### config.mk
export PLATFORM = sky130hd
export DESIGN_NAME = rx_pkt_ctrl
export DESIGN_NICKNAME = d
export VERILOG_FILES = /design/src/rtl/rx_pkt_ctrl_pkg.sv /design/src/rtl/rx_pkt_ctrl_tmo.sv /design/src/rtl/rx_pkt_ctrl.sv
export SDC_FILE = /design/constraint.sdc
export NUM_CORES = 1
export LEC_CHECK = 0
export BUFFER_PORTS_ARGS = -buffer_cell sky130_fd_sc_hd__buf_2
export CAP_MARGIN = 20
export CORE_ASPECT_RATIO = 0.7
export CORE_UTILIZATION = 35
export DETAILED_ROUTE_END_ITERATION = 12
export GPL_ROUTABILITY_DRIVEN = 0
export HOLD_SLACK_MARGIN = 0.1
export PLACE_DENSITY = 0.58
export REMOVE_ABC_BUFFERS = 1
export SLEW_MARGIN = 20
export SYNTH_ARGS = -nofsm -noshare
export SYNTH_HDL_FRONTEND = slang
export SYNTH_SLANG_ARGS = --single-unit
### constraint.sdc
create_clock -name clk -period 2.46 [get_ports clk]
set_input_delay 0.369 -clock clk [delete_from_list [all_inputs] [get_ports clk]]
set_output_delay 0.369 -clock clk [all_outputs]
set_load 0.005 [all_outputs]
### src/rtl/rx_pkt_ctrl_pkg.sv
// Shared definitions for the RX packet sequencer: FSM encoding and the
// packet-count width used by the RX datapath.
package rx_pkt_ctrl_pkg;

    localparam int RX_NB_PKG_W = 8;

    typedef enum logic [2:0] {
        ST_IDLE   = 3'd0,
        ST_ARM    = 3'd1,
        ST_SEARCH = 3'd2,
        ST_RECV   = 3'd3,
        ST_CHECK  = 3'd4,
        ST_DONE   = 3'd5
    } state_e;

endpackage

### src/rtl/rx_pkt_ctrl_tmo.sv
// Loadable down-counter for the AA-search / inter-byte timeout.
// A loaded value of zero never expires; expire pulses when an enabled count sits at 1.
module rx_pkt_tmo #(
    parameter int TMO_W = 20
) (
    input  logic             clk,
    input  logic             rst,
    input  logic             load,
    input  logic [TMO_W-1:0] load_val,
    input  logic             en,
    output logic             expire
);

    logic [TMO_W-1:0] cnt_q, cnt_d;

    always_comb begin
        cnt_d = cnt_q;
        if (load) begin
            cnt_d = load_val;
        end else if (en && (cnt_q != '0)) begin
            cnt_d = cnt_q - TMO_W'(1);
        end
    end

    always_ff @(posedge clk or posedge rst) begin
        if (rst) begin
            cnt_q <= '0;
        end else begin
            cnt_q <= cnt_d;
        end
    end

    assign expire = en && (cnt_q == TMO_W'(1));

endmodule

### src/rtl/rx_pkt_ctrl.sv
// Packet-level RX sequencer: arms the RX datapath, waits for the access address,
// drains LEN bytes from the RX FIFO into a valid/ready stream and samples the CRC.
module rx_pkt_ctrl
    import rx_pkt_ctrl_pkg::*;
#(
    parameter int LEN_W    = RX_NB_PKG_W,
    parameter int TMO_W    = 20,
    parameter int CRC_WAIT = 4
) (
    input  logic             clk,
    input  logic             rst,
    input  logic             cmd_start,
    input  logic             cmd_abort,
    input  logic [LEN_W-1:0] cfg_len,
    input  logic [TMO_W-1:0] cfg_timeout,
    output logic             rx_start,
    output logic             rx_en,
    output logic [LEN_W-1:0] rx_nb_pkg,
    input  logic             rx_aa_found,
    input  logic             rx_empty,
    output logic             rx_rd_en,
    input  logic [7:0]       rx_data,
    input  logic             rx_crc_valid,
    output logic [7:0]       out_data,
    output logic             out_valid,
    input  logic             out_ready,
    output logic             busy,
    output logic             done,
    output logic             crc_ok,
    output logic             timeout,
    output logic [LEN_W-1:0] byte_cnt
);

    localparam int CHK_W = $clog2(CRC_WAIT + 1);

    state_e           state_q, state_d;
    logic [LEN_W-1:0] len_q, len_d;
    logic [LEN_W-1:0] rd_cnt_q, rd_cnt_d;
    logic [LEN_W-1:0] byte_cnt_q, byte_cnt_d;
    logic [TMO_W-1:0] tmo_q, tmo_d;
    logic [CHK_W-1:0] chk_q, chk_d;
    logic [7:0]       out_data_q, out_data_d;
    logic             rd_pend_q, rd_pend_d;
    logic             out_valid_q, out_valid_d;
    logic             done_q, done_d;
    logic             crc_ok_q, crc_ok_d;
    logic             timeout_q, timeout_d;
    logic             tmo_load, tmo_en, tmo_expire;
    logic             rd_ok, rd_en, accept, last_acc;

    rx_pkt_tmo #(.TMO_W(TMO_W)) u_tmo (
        .clk      (clk),
        .rst      (rst),
        .load     (tmo_load),
        .load_val (tmo_q),
        .en       (tmo_en),
        .expire   (tmo_expire)
    );

    // A read may issue only when nothing is in flight and the output register frees up this cycle.
    assign accept   = out_valid_q && out_ready;
    assign last_acc = accept && ((byte_cnt_q + LEN_W'(1)) == len_q);
    assign rd_ok    = (state_q == ST_RECV) && !rd_pend_q && (!out_valid_q || out_ready)
                      && (rd_cnt_q < len_q);
    assign rd_en    = rd_ok && !rx_empty && !cmd_abort;

    always_comb begin
        state_d     = state_q;
        len_d       = len_q;
        tmo_d       = tmo_q;
        rd_cnt_d    = rd_cnt_q;
        byte_cnt_d  = byte_cnt_q;
        chk_d       = chk_q;
        out_data_d  = out_data_q;
        out_valid_d = out_valid_q;
        rd_pend_d   = rd_en;
        done_d      = done_q;
        crc_ok_d    = crc_ok_q;
        timeout_d   = timeout_q;
        tmo_load    = 1'b0;
        tmo_en      = 1'b0;

        case (state_q)
            ST_IDLE, ST_DONE: begin
                if (cmd_start) begin
                    len_d      = cfg_len;
                    tmo_d      = cfg_timeout;
                    done_d     = 1'b0;
                    crc_ok_d   = 1'b0;
                    timeout_d  = 1'b0;
                    byte_cnt_d = '0;
                    rd_cnt_d   = '0;
                    state_d    = ST_ARM;
                end
            end
            ST_ARM: begin
                tmo_load = 1'b1;
                state_d  = ST_SEARCH;
            end
            ST_SEARCH: begin
                tmo_en = 1'b1;
                if (rx_aa_found) begin
                    tmo_load = 1'b1;
                    chk_d    = CHK_W'(CRC_WAIT - 1);
                    state_d  = (len_q == '0) ? ST_CHECK : ST_RECV;
                end else if (tmo_expire) begin
                    done_d    = 1'b1;
                    timeout_d = 1'b1;
                    state_d   = ST_DONE;
                end
            end
            ST_RECV: begin
                // Only starvation on an empty FIFO counts toward the inter-byte timeout.
                tmo_en = rd_ok && rx_empty;
                if (rd_en) begin
                    rd_cnt_d = rd_cnt_q + LEN_W'(1);
                end
                if (rd_pend_q) begin
                    out_data_d  = rx_data;
                    out_valid_d = 1'b1;
                    tmo_load    = 1'b1;
                end else if (accept) begin
                    out_valid_d = 1'b0;
                end
                if (accept) begin
                    byte_cnt_d = byte_cnt_q + LEN_W'(1);
                end
                if (last_acc) begin
                    chk_d   = CHK_W'(CRC_WAIT - 1);
                    state_d = ST_CHECK;
                end else if (tmo_expire) begin
                    out_valid_d = 1'b0;
                    rd_pend_d   = 1'b0;
                    done_d      = 1'b1;
                    timeout_d   = 1'b1;
                    state_d     = ST_DONE;
                end
            end
            ST_CHECK: begin
                if (chk_q == '0) begin
                    crc_ok_d = rx_crc_valid;
                    done_d   = 1'b1;
                    state_d  = ST_DONE;
                end else begin
                    chk_d = chk_q - CHK_W'(1);
                end
            end
            default: state_d = ST_IDLE;
        endcase

        if (cmd_abort) begin
            state_d     = ST_IDLE;
            out_valid_d = 1'b0;
            rd_pend_d   = 1'b0;
            done_d      = 1'b0;
            crc_ok_d    = 1'b0;
            timeout_d   = 1'b0;
        end
    end

    always_ff @(posedge clk or posedge rst) begin
        if (rst) begin
            state_q     <= ST_IDLE;
            len_q       <= '0;
            tmo_q       <= '0;
            rd_cnt_q    <= '0;
            byte_cnt_q  <= '0;
            chk_q       <= '0;
            out_data_q  <= '0;
            out_valid_q <= 1'b0;
            rd_pend_q   <= 1'b0;
            done_q      <= 1'b0;
            crc_ok_q    <= 1'b0;
            timeout_q   <= 1'b0;
        end else begin
            state_q     <= state_d;
            len_q       <= len_d;
            tmo_q       <= tmo_d;
            rd_cnt_q    <= rd_cnt_d;
            byte_cnt_q  <= byte_cnt_d;
            chk_q       <= chk_d;
            out_data_q  <= out_data_d;
            out_valid_q <= out_valid_d;
            rd_pend_q   <= rd_pend_d;
            done_q      <= done_d;
            crc_ok_q    <= crc_ok_d;
            timeout_q   <= timeout_d;
        end
    end

    assign rx_start  = (state_q == ST_ARM);
    assign rx_en     = (state_q inside {ST_SEARCH, ST_RECV, ST_CHECK});
    assign busy      = !(state_q inside {ST_IDLE, ST_DONE});
    assign rx_nb_pkg = len_q;
    assign rx_rd_en  = rd_en;
    assign out_data  = out_data_q;
    assign out_valid = out_valid_q;
    assign done      = done_q;
    assign crc_ok    = crc_ok_q;
    assign timeout   = timeout_q;
    assign byte_cnt  = byte_cnt_q;

endmodule
## Yosys cells after proc, flatten, opt, wreduce, memory -nomap -nowiden

Cells that the tools add are included.

- $add $sub $neg: 4
- Magnitude comparators: 1
- Eq/ne operators: 17
- Mux-type cells: 48
- Reductions and logical operators: 38

Operator list:

| kind | number |
|---|---|
| $mux W20 | 2 |
| $pmux W8 S2 | 2 |
| $mux W3 | 10 |
| $mux W1 | 24 |
| $mux W8 | 3 |
| $eq A20 B1 Y1 const B | 1 |
| $reduce_bool A20 Y1 | 1 |
| $sub A20 B1 Y20 const B | 1 |
| $add A8 B1 Y8 const B | 2 |
| $pmux W3 S5 | 1 |
| $ne A2 B2 Y1 const B | 6 |
| $ne A3 B3 Y1 const B | 4 |
| $logic_and A1 B1 Y1 | 10 |
| $pmux W3 S3 | 1 |
| $reduce_and A3 Y1 | 3 |
| $eq A8 B8 Y1 | 1 |
| $logic_not A8 Y1 | 1 |
| $lt A8 B8 Y1 | 1 |
| $reduce_and A4 Y1 | 2 |
| $reduce_bool A2 Y1 | 4 |
| $eq A3 B2 Y1 const B | 2 |
| $eq A3 B3 Y1 const B | 2 |
| $logic_not A3 Y1 | 2 |
| $pmux W1 S3 | 2 |
| 12 further kinds | 20 |

- Flip-flop bits (word level): 83

## Longest topological paths before layout

- Depth after elaboration: 11
- Gate-level depth with buffers: 10
- Mapped depth without buffers: 8

## Hierarchy

Synthesis repeated with hierarchy kept, for this count alone.

- Cell total of the unflattened synthesis: 584
- Area, all modules: 5068.6 um^2

By module, submodules not included:

| module | instances | cells an instance | area an instance (um^2) |
|---|---|---|---|
| rx_pkt_ctrl | 1 | 414 | 3656.0 |
| rx_pkt_tmo | 1 | 170 | 1412.6 |

## Worst setup path after synthesis

No wires, ideal clock.

- Path type: register to register
- From: register u_tmo.cnt_q[4]
- To: register u_tmo.cnt_q[13]
- Setup time: 0.082 ns
- Arrival time: 2.491 ns
- Required time: 2.378 ns
- Slack: -0.113 ns
- Stages on the path, launching flop included: 7
- Cell sequence: dfrtp_1 > or4_4 > or3_4 > or2_4 > or4_1 > or4_1 > a31oi_1

- Word-level cells in the longest chain between the ends: 3

Ends and longest elaborated chain:

| item | RTL line | text |
|---|---|---|
| from (decl) | rx_pkt_ctrl_tmo.sv:14 | `logic [TMO_W-1:0] cnt_q, cnt_d;` |
| from (signal assigned) | rx_pkt_ctrl_tmo.sv:29 | `cnt_q <= cnt_d;` |
| $sub A20 B1 Y20 or $reduce_bool A20 Y1 (tied branches) | rx_pkt_ctrl_tmo.sv:21, rx_pkt_ctrl_tmo.sv:20 |  |
| $mux W20 or $logic_and A1 B1 Y1 (tied branches) | rx_pkt_ctrl_tmo.sv:20 | `end else if (en && (cnt_q != '0)) begin` |
| $mux W20 or $reduce_bool A2 Y1 (tied branches) | -- |  |

Parallel ways exist; a longest one is shown, timed or not. The select of a mux whose other input is x is not followed.
A chain may end at the register's enable or synchronous reset.

## Worst setup path in the final report

- From: register u_tmo.cnt_q[5]
- To: register u_tmo.cnt_q[13]

Same word-level chain as after synthesis.

==> results by group <==
Outcome
  – Status: finished, violations left
  – Failing checks: setup timing

Critical path
  – Crit path from: u_tmo.cnt_q[5]
  – Worst r2r path cells: 6
  – Crit. End Element: register
  – Worst setup endpoint: u_tmo.cnt_q[13]
  – Reg2Reg Launch Point: u_tmo.cnt_q[5]
  – Setup crit start kind: register
  – Critical path fanouts, max: 6
  – Worst Setup Path Type: reg2reg
  – CP arrival: 2.88 ns
  – R2r endpoint: u_tmo.cnt_q[13]
  – Worst R2R Setup Slack: -0.15 ns
  – Worst EP required: 2.73 ns

Synthesis
  – Syn. warnings: 0
  – Top FF cell, synth: dfrtp_1
  – Seq cells post-synth: 83
  – Most frequent cell after synthesis: dfrtp_1
  – Top-area cell type share of the netlist area: 44.8%
  – Synth area leaders: dfrtp_1, mux2_2, nor2_1, o21ai_0, ha_1
  – Synth Instances: 477
  – Post-synth top cells: dfrtp_1, nor2_1, nand2_1, o21ai_0, mux2_2
  – Async SR Flop Fraction: 100%
  – Register area share after synthesis: 44.8%
  – Cell taking the most area after synthesis: dfrtp_1
  – Synth Cell Area: 4640 um2
  – Synth unique cells: 63
  – Mean Syn Cell Area: 9.72 um2
  – Post-synth EDFFs: 0

Global route
  – Met2 Use GR: 26.3%
  – M1 GR Usage: 26.0%
  – GR met3 Demand/Resource: 4.95%
  – Number of global-route vias before repair: 3,891
  – Grt ovf: 0
  – First-pass GRT wire length: 19.6 mm
  – Most crowded layer after global routing: met2
  – Largest net degree at the start of global routing: 53
  – Gr usage total: 18.0%
  – Antenna violations before repair: 0

Drt
  – Post-route ant nets: 0
  – Residual DRC count: 0
  – Via count: 4,161
  – DR pass1 iterations: 5
  – Post-Route WL: 12.3 mm
  – Via density: 5.43
  – DR iter-0 viols: 271
  – Wire per inst: 16.0 um

Power and ir drop
  – Pwr Total: 4700 uW
  – Internal power: 3240 uW
  – Sequential share of power: 40.4%
  – Net Sw Frac: 31.2%
  – P_sw: 1470 uW
  – Worst vdd ir: 0.378 mV
  – Combinational fraction of design power: 28.0%
  – Cell Pwr Density: 779 nW/um2
  – Leak: 0.00270 uW
  – Clock share of power: 31.7%

CTS
  – H-tree level count: 3
  – Root buf cell: clkbuf_16
  – Clock tree sinks: 83
  – TritonCTS clock tree: done
  – TritonCTS Buffers: 9
  – Worst-Skew Late Latency: 0.35 ns
  – CTS clk-pin slew, worst paths: 0.06 ns
  – Max clock buf depth: 2

Timing
  – Final Critical Period: 2.61 ns
  – Endpoints failing hold: 0
  – Fmax: 0.384 GHz
  – Hold_ws: 0.226 ns
  – Pins Over Slew Limit: 0
  – Post-route worst setup slack: -0.146 ns
  – Worst Tran Pin Value: 0.804 ns
  – RSZ-0062 raised after global routing: true
  – Final worst path period share: 106%
  – Setup Skew: 0.00939 ns
  – Slew margin rel.: 46.2%
  – Final setup fails: 10

Finish
  – Nets: 657
  – N_diodes: 0
  – Area Overhead vs Synth: 30.2%
  – Fillers: 1,200
  – Layout cell share with drive strength beyond 1: 36.4%

Floorplanning
  – Io pins: 76
  – Die Wd: 140 um
  – Starting Density: 36.6%
  – Core box area: 12,700 um2
  – Die area: 13,700 um2
  – Die span in y: 98.3 um
  – Row cnt: 34

Flow run
  – Maxcap violations: 0

Min path
  – HP Class: in2reg

Placed design
  – Input/output buffers: 75
  – Hpwl dp: 8.61 mm
## cell families after synthesis
logic type / count (synthesis) / synth area share [%]
AND/OR/NAND/NOR: 179 / 20.6
AO/OA/AOI/OAI: 110 / 15.5
flip-flops: 83 / 44.8
buffers and inverters: 42 / 4.51
multiplexers: 31 / 7.50
XOR/XNOR: 19 / 3.59
adder cells (fa/ha/maj): 13 / 3.51
## registers in the layout, summed over array words and instances, names as in the netlist
| signal | flops |
|---|---|
| byte_cnt | 8 |
| out_valid | 1 |
| crc_ok | 1 |
| rx_nb_pkg | 8 |
| out_data | 8 |
| state_q | 3 |
| timeout | 1 |
| chk_q | 3 |
| rd_cnt_q | 8 |
| tmo_q | 20 |
| rd_pend_q | 1 |
| u_tmo.cnt_q | 20 |
| done | 1 |
## per-layer routing
layer	vias to the layer above	wire length, um	share of wire, %
met5	-	0	0
met4	0	174	1.4
met3	17	689	5.6
met2	124	5340	44
met1	2015	6050	49
li1	2005	-	-
## what timing repair did
action	in CTS	in global routing
endpoints found under the hold margin	31	0
gates resized for setup	5	26
cloned	0	1
pin swaps	10	16
hold buffers	1	0
setup endpoints to repair	6	25
setup buffers	1	12
## power groups by stage
stage,combinational (uW),clock [uW],sequential [uW]
global placement,1190,0,1890
floorplan,706,0,1890
CTS,1240,1530,1880
finish,1310,1490,1900
global route,1460,1580,1940
detailed placement,1220,0,1900
## through the flow
stage | instance area (um2) | util [%] | cells | TNS, ns | worst slack [ns]
6_report | 6040 | 47.6 | 766 | -0.506 | -0.146
5_1_grt | 6040 | 47.6 | 766 | -1.89 | -0.222
4_1_cts | 5800 | 45.8 | 753 | -0.346 | -0.140
3_5_place_dp | 5440 | 42.9 | 736 | -0.584 | -0.177
3_3_place_gp | 5440 | 42.9 | 736 | -0.379 | -0.158
2_1_floorplan | 4500 | - | 455 | -4.28 | -0.113
## worst min-delay path by stage
stage | startpoint | to | slack, ns | depth (start not counted)
2_1_floorplan | cmd_abort | out_valid | 0.43 | 1
6_report | cfg_len[5] | rx_nb_pkg[5] | 0.23 | 3
3_5_place_dp | rst | out_data[2] | 0.45 | 2
3_3_place_gp | rst | tmo_q[14] | 0.44 | 2
4_1_cts | cfg_len[2] | rx_nb_pkg[2] | 0.22 | 3
5_1_grt | cfg_len[5] | rx_nb_pkg[5] | 0.24 | 3
## critical path: stages (launching register included)
cell and delay [ns]:
dfrtp_1 0.38, or4_4 0.55, or3_4 0.34, or2_4 0.27, or4_4 0.43, or4_1 0.41
a31oi_1 0.16
## area by class of cell
class                      instances  area [um2]  area share [%]
clock buffer                      11         253            4.19
clock inverter                     4        73.8            1.22
inverter                          20        76.3            1.26
multi-input combinational        352        2480            41.2
sequential                        83        2080            34.4
tap                              162         203            3.36
timing repair buffer             134         870            14.4
## placed cells by master (no fill, tap or decap), types with 6 or more instances in the layout
master     netlist  layout
buf_2            1      75
dfrtp_1         83      83
a31oi_1         21      21
o21ai_0         34      32
buf_4            0      52
xor2_1          12      12
or3_1           13      12
nand2_1         38      38
or4_1           13      10
o31ai_1         12      12
inv_1           20      18
ha_1            13      11
a21oi_1         10      10
clkbuf_16        0       9
xnor2_1          7       7
nand4_1          8       8
nor2_1          46      44
nor3_1           8       6
nand3_1         11      11
mux2_2          30      30
Power figures use the tool's default switching activity.
